==> src/rtl/hynoc_pkg.sv <==
// Shared HyNoC definitions: FSM encoding, flit tail-bit position and FIFO depth.
package hynoc_pkg;

  localparam logic STATE_IDLE   = 1'b0;
  localparam logic STATE_LOCKED = 1'b1;

  // The last-flit marker always lives in the top bit of a flit.
  function automatic int tail_bit(input int flit_width);
    return flit_width - 1;
  endfunction

  function automatic int fifo_depth(input int log2_depth);
    return 1 << log2_depth;
  endfunction

endpackage

==> src/rtl/hynoc_rr_arbiter.sv <==
// Combinational round-robin picker: one-hot of the first request at or above rr_ptr, wrapping.
module hynoc_rr_arbiter #(
  parameter int NB_PORTS  = 3,
  parameter int PTR_WIDTH = $clog2(NB_PORTS)
) (
  input  logic [NB_PORTS-1:0]  req,
  input  logic [PTR_WIDTH-1:0] rr_ptr,
  output logic [NB_PORTS-1:0]  pick
);

  logic [NB_PORTS-1:0] hi_mask;
  logic [NB_PORTS-1:0] hi_req;
  logic [NB_PORTS-1:0] candidates;

  // Requests at or above the pointer win; otherwise wrap to the lowest request.
  assign hi_mask    = {NB_PORTS{1'b1}} << rr_ptr;
  assign hi_req     = req & hi_mask;
  assign candidates = (|hi_req) ? hi_req : req;

  // NOTE: pick gets a default before the loop so no path leaves it unassigned (no latch).
  always_comb begin
    pick = '0;
    for (int i = NB_PORTS - 1; i >= 0; i--) begin
      if (candidates[i]) pick = NB_PORTS'(1) << i;
    end
  end

endmodule

==> src/rtl/hynoc_egress_port.sv <==
// N-input wormhole egress stage: round-robin packet arbitration with per-packet grant lock,
// registered egress write gated by downstream FIFO level, and a forwarded-packet counter.
module hynoc_egress_port
  import hynoc_pkg::*;
#(
  parameter int NB_PORTS        = 3,
  parameter int PAYLOAD_WIDTH   = 32,
  parameter int FLIT_WIDTH      = PAYLOAD_WIDTH + 1,
  parameter int LOG2_FIFO_DEPTH = 5,
  parameter int LEVEL_MARGIN    = 3,
  parameter int COUNT_WIDTH     = 16
) (
  input  logic                           router_clk,
  input  logic                           router_rst_n,
  input  logic [NB_PORTS-1:0]            in_valid,
  input  logic [NB_PORTS*FLIT_WIDTH-1:0] in_data,
  output logic [NB_PORTS-1:0]            in_ready,
  input  logic [NB_PORTS-1:0]            in_mask,
  output logic                           egress_write,
  output logic [FLIT_WIDTH-1:0]          egress_data,
  input  logic [LOG2_FIFO_DEPTH:0]       egress_fifo_level,
  output logic [NB_PORTS-1:0]            grant,
  output logic                           busy,
  output logic [COUNT_WIDTH-1:0]         pkt_count
);

  localparam int PTR_WIDTH   = $clog2(NB_PORTS);
  localparam int TAIL        = tail_bit(FLIT_WIDTH);
  localparam int FIFO_DEPTH  = fifo_depth(LOG2_FIFO_DEPTH);
  localparam int LEVEL_WIDTH = LOG2_FIFO_DEPTH + 1;
  localparam logic [LEVEL_WIDTH-1:0] THRESHOLD = LEVEL_WIDTH'(FIFO_DEPTH - 1 - LEVEL_MARGIN);

  logic                  state;
  logic [PTR_WIDTH-1:0]  rr_ptr;
  logic [PTR_WIDTH-1:0]  next_ptr;
  logic [NB_PORTS-1:0]   req;
  logic [NB_PORTS-1:0]   pick;
  logic [PTR_WIDTH-1:0]  grant_idx;
  logic [FLIT_WIDTH-1:0] grant_flit;
  logic                  grant_valid;
  logic                  space_ok;
  logic                  transfer;
  logic                  tail_xfer;

  // in_mask only matters while choosing a new owner; a locked packet ignores it.
  assign req = (state == STATE_IDLE) ? (in_valid & in_mask) : '0;

  hynoc_rr_arbiter #(
    .NB_PORTS (NB_PORTS),
    .PTR_WIDTH(PTR_WIDTH)
  ) u_arbiter (
    .req   (req),
    .rr_ptr(rr_ptr),
    .pick  (pick)
  );

  always_comb begin
    grant_idx   = '0;
    grant_flit  = '0;
    grant_valid = 1'b0;
    for (int i = 0; i < NB_PORTS; i++) begin
      if (grant[i]) begin
        grant_idx   = PTR_WIDTH'(i);
        grant_flit  = in_data[i*FLIT_WIDTH +: FLIT_WIDTH];
        grant_valid = in_valid[i];
      end
    end
  end

  // Margin below full absorbs the latency of the level report from downstream.
  assign space_ok  = (egress_fifo_level <= THRESHOLD);
  assign busy      = (state == STATE_LOCKED);
  assign in_ready  = (busy && space_ok) ? grant : '0;
  assign transfer  = busy && space_ok && grant_valid;
  assign tail_xfer = transfer && grant_flit[TAIL];
  assign next_ptr  = (grant_idx == PTR_WIDTH'(NB_PORTS - 1)) ? '0 : grant_idx + PTR_WIDTH'(1);

  // NOTE: sequential state uses non-blocking assignments so every register samples pre-edge values.
  always_ff @(posedge router_clk or negedge router_rst_n) begin
    if (!router_rst_n) begin
      state  <= STATE_IDLE;
      rr_ptr <= '0;
      grant  <= '0;
    end else begin
      case (state)
        STATE_IDLE: begin
          if (|req) begin
            grant <= pick;
            state <= STATE_LOCKED;
          end
        end
        STATE_LOCKED: begin
          if (tail_xfer) begin
            state  <= STATE_IDLE;
            grant  <= '0;
            rr_ptr <= next_ptr;
          end
        end
        default: state <= STATE_IDLE;
      endcase
    end
  end

  // egress_data holds the last flit between writes; only the strobe returns to zero.
  always_ff @(posedge router_clk or negedge router_rst_n) begin
    if (!router_rst_n) begin
      egress_write <= 1'b0;
      egress_data  <= '0;
    end else begin
      egress_write <= transfer;
      if (transfer) egress_data <= grant_flit;
    end
  end

  // Counts tails as they leave the output register, wrapping naturally.
  always_ff @(posedge router_clk or negedge router_rst_n) begin
    if (!router_rst_n) begin
      pkt_count <= '0;
    end else if (egress_write && egress_data[TAIL]) begin
      pkt_count <= pkt_count + COUNT_WIDTH'(1);
    end
  end

endmodule

==> config.mk <==
export PLATFORM = sky130hd
export DESIGN_NAME = hynoc_egress_port
export DESIGN_NICKNAME = d
export VERILOG_FILES = /design/src/rtl/hynoc_pkg.sv /design/src/rtl/hynoc_rr_arbiter.sv /design/src/rtl/hynoc_egress_port.sv
export SDC_FILE = /design/constraint.sdc
export NUM_CORES = 1
export LEC_CHECK = 0
export CAP_MARGIN = 5
export CORE_MARGIN = 5
export CORE_UTILIZATION = 30
export CTS_BUF_LIST = sky130_fd_sc_hd__clkbuf_8
export CTS_CLUSTER_DIAMETER = 150
export DETAILED_ROUTE_END_ITERATION = 6
export HOLD_SLACK_MARGIN = 0.06
export PLACE_DENSITY = 0.76
export SKIP_CTS_REPAIR_TIMING = 1
export SKIP_LAST_GASP = 1
export SYNTH_ARGS = -nofsm -noshare
export SYNTH_HDL_FRONTEND = slang
export SYNTH_SLANG_ARGS = --single-unit
export TNS_END_PERCENT = 1
==> constraint.sdc <==
create_clock -name router_clk -period 3.4 [get_ports router_clk]
set_input_delay 0.34 -clock router_clk [delete_from_list [all_inputs] [get_ports router_clk]]
set_output_delay 0.34 -clock router_clk [all_outputs]
set_load 0.02 [all_outputs]
==> summary.md <==
| Metric | Value |
|---|---|
| Vias per cell | 5.145 |
| Final net count | 566 |
| Placed Area | 4577 um^2 |
| DR WL/cell | 16.59 um |
| RSZ-0062 raised after global routing | no |
| Crit path cell chain | buf_4 > clkinv_1 > nor3_1 > clkdlybuf4s50_1 |
| Io pins | 170 |
| CTS max path bufs | 2 |
| Critical Path AT | 2330 ps |
| Max incr delay on CP | 640 ps |
| Status | complete, no violations |
| Slowest stage cell, crit path | clkdlybuf4s50_1 |
| Final setup fails | 0 |
| Antenna-violating nets left | 0 |
| Initial Util | 30.53% |
| Worst Setup End Kind | output pin |
| Max Freq | 373.9 MHz |
| Synth Instances | 292 |
| Layout cells sized above 1 | 4.194% |
| Final period util | 78.66% |
| Dpl cells | 555 |
| Remaining DRCs | 0 |
| Total wire length | 9.371 mm |
| Final min period | 2674 ps |
| Total GRT Usage | 16.21% |
| Remaining Overflow, GRT | 0 |
| Max-slew headroom | 58.50% |
| Vias post-DR | 2,907 |
| Die W | 106.5 um |
| Synth warn | 0 |
| #FFs+latches synth | 56 |
| Netlist cell types | 33 |
| Worst-path fanout max | 28 |
| CP required | 3060 ps |
| Post-route insts no fill | 565 |
| Sink Count | 56 |
| Design area | 4677 um^2 |
| Min-Delay Startpoint | pkt_count[15]$_DFFE_PN0P_ |
| Cell Rows | 35 |
| RePlAce Congestion | 0.7952 |
| CTS clk-pin slew, worst paths | 100 ps |
| H-tree depth | 2 |
| Initial antenna violation count | 1 |
| PwrDens | 654.6 nW/um^2 |
| Clock root buffer master | clkbuf_8 |
| Maxcap violations | 0 |
| Max-slew violations | 0 |
| Synth Cell Area | 2794 um^2 |
| CP top delay family | buffers and inverters |
| CP Class | reg -> out |
| Pin count of the biggest net entering global routing | 50 |
| Worst skew pair latency | 310 ps |
| Hold Path Class | reg -> reg |
| Area delta synth->final | 67.40% |
| Number of global-route vias before repair | 3,076 |
| CTS Buf Count | 5 |
| Leakage power | 0.001889 uW |
| Crit path buffers/inverters | 3 |
| Register area share after synthesis | 50.16% |
| Startpoint types | flip-flop |
| Detailed placer's ending HPWL | 7.398 mm |
| DRT Pass-1 Iters | 5 |
| Worst Tran Pin Value | 622.4 ps |
| Setup TNS | 0 ps |
| CTS tree | yes |
| Critical Path Source | grant[2]$_DFFE_PN0P_ |
| First-pass GRT wire length | 14.86 mm |
| Core ar. | 9153 um^2 |
| Post-Syn Nets | 406 |
| Die ar. | 11,340 um^2 |
| Maximum VDD drop | 0.4800 mV |
| Skew final | 6.367 ps |
| Fin. Hold Viols | 0 |
| I/O Buffers | 169 |
| Syn_area_per_cell | 9.568 um^2 |
| Critical R2R Launch | grant[2]$_DFFE_PN0P_ |
| Starting DRC count in detailed routing | 134 |
| Die height | 106.5 um |
[cell usage after synthesis]
master | number | area [um^2]
a2111o_1 | 1 | 11.26
a21o_1 | 3 | 22.52
a21oi_1 | 4 | 20.02
a221oi_1 | 32 | 280.3
a31o_1 | 1 | 8.760
a31oi_1 | 1 | 6.260
and3_1 | 2 | 12.51
and4_1 | 1 | 8.760
buf_2 | 1 | 5.000
buf_4 | 1 | 7.510
clkbuf_1 | 21 | 78.83
clkinv_1 | 1 | 3.750
dfrtp_1 | 56 | 1401
ha_1 | 1 | 12.51
inv_1 | 4 | 15.01
mux2_2 | 1 | 11.26
nand2_1 | 44 | 165.2
nand2b_1 | 3 | 18.77
nand3_1 | 6 | 30.03
nand3b_1 | 3 | 22.52
nand4_1 | 3 | 18.77
nor2_1 | 36 | 135.1
nor2b_1 | 2 | 12.51
nor3_1 | 6 | 30.03
nor3b_1 | 1 | 7.510
nor4_1 | 3 | 18.77
o2111a_1 | 1 | 11.26
o21ai_0 | 2 | 10.01
o31ai_1 | 33 | 247.7
o32ai_1 | 2 | 17.52
or3_4 | 1 | 11.26
xnor2_1 | 10 | 87.58
xor2_1 | 5 | 43.79
[registers in the layout (all words and copies together), names as in the netlist]
register,count
egress_data,33
egress_write,1
pkt_count,16
busy,1
rr_ptr,2
grant,3
[cell usage in the layout (no fill, tap or decap), drive strengths merged, types with 5 or more instances in the layout]
cell,count
a221oi,32
buf,7
clkbuf,5
clkdlybuf4s50,168
dfrtp,56
nand2,44
nand3,6
nor2,36
nor3,6
o31ai,33
xnor2,10
xor2,5
[power breakdown]
group	internal, uW	switching, uW	leakage (uW)
Combinational	762	897	0.00111
Clock	145	224	0.0000479
Sequential	873	162	0.000732
Total	1780	1280	0.00189
[worst reg2reg max path, cell delays in order (launching register included)]
cell	delay, ps
dfrtp_1	630
a21oi_1	90
a2111o_2	670
buf_4	350
nor3_1	310
o32ai_1	110
[metal layers]
metal,global-route usage (%),share of wire [%],vias up
met4,5.114,2.4,0
li1,-,-,1396
met3,4.189,6.9,17
met1,18.62,38,1364
met2,29.37,53,130
met5,0,0,-
[cell families after synthesis]
family	after synthesis	synth area share, %
DFF	56	50.16
and+or+nand+nor	111	17.60
xor gates and xnor gates	15	4.702
adders and majority gates	1	0.4478
AOI/OAI and AO/OA	80	22.75
buffers and inverters	28	3.941
muxes	1	0.4030
[through the flow]
step	total power [uW]	setup WS [ps]	util, %	hold WS, ps
after floorplan	1940	1345	-	44.41
after global placement	2672	853.9	50.01	375.5
after detailed placement	2721	771.7	50.01	381.8
after CTS	3088	707.1	50.96	33.96
after global routing	3269	606.9	51.10	508.6
final	3061	725.6	51.10	476.7
[final timing paths]
kind | slack, ps | cells past startpoint | to
setup / recovery | 730 | 4 | in_ready[2]
hold / removal | 480 | 1 | pkt_count[15]$_DFFE_PN0P_
setup reg to reg | 1110 | 5 | grant[2]$_DFFE_PN0P_
hold reg to reg | 480 | 1 | pkt_count[15]$_DFFE_PN0P_
max in group asynchronous | 2020 | 3 | egress_data[5]$_DFFE_PN0P_
min in group asynchronous | 550 | 2 | pkt_count[4]$_DFFE_PN0P_
[layout make-up]
type                    instances  area, um^2
diodes                          1       2.502
clock buffers                   5       68.82
clock inverters                 3       18.77
fillers                       812        4476
inverters                       5       18.77
multi-input cells             208        1286
flip-flops and latches         56        1401
well taps                     111       138.9
repair buffers                176        1742
No activity file was read; power rests on OpenSTA's default activity.
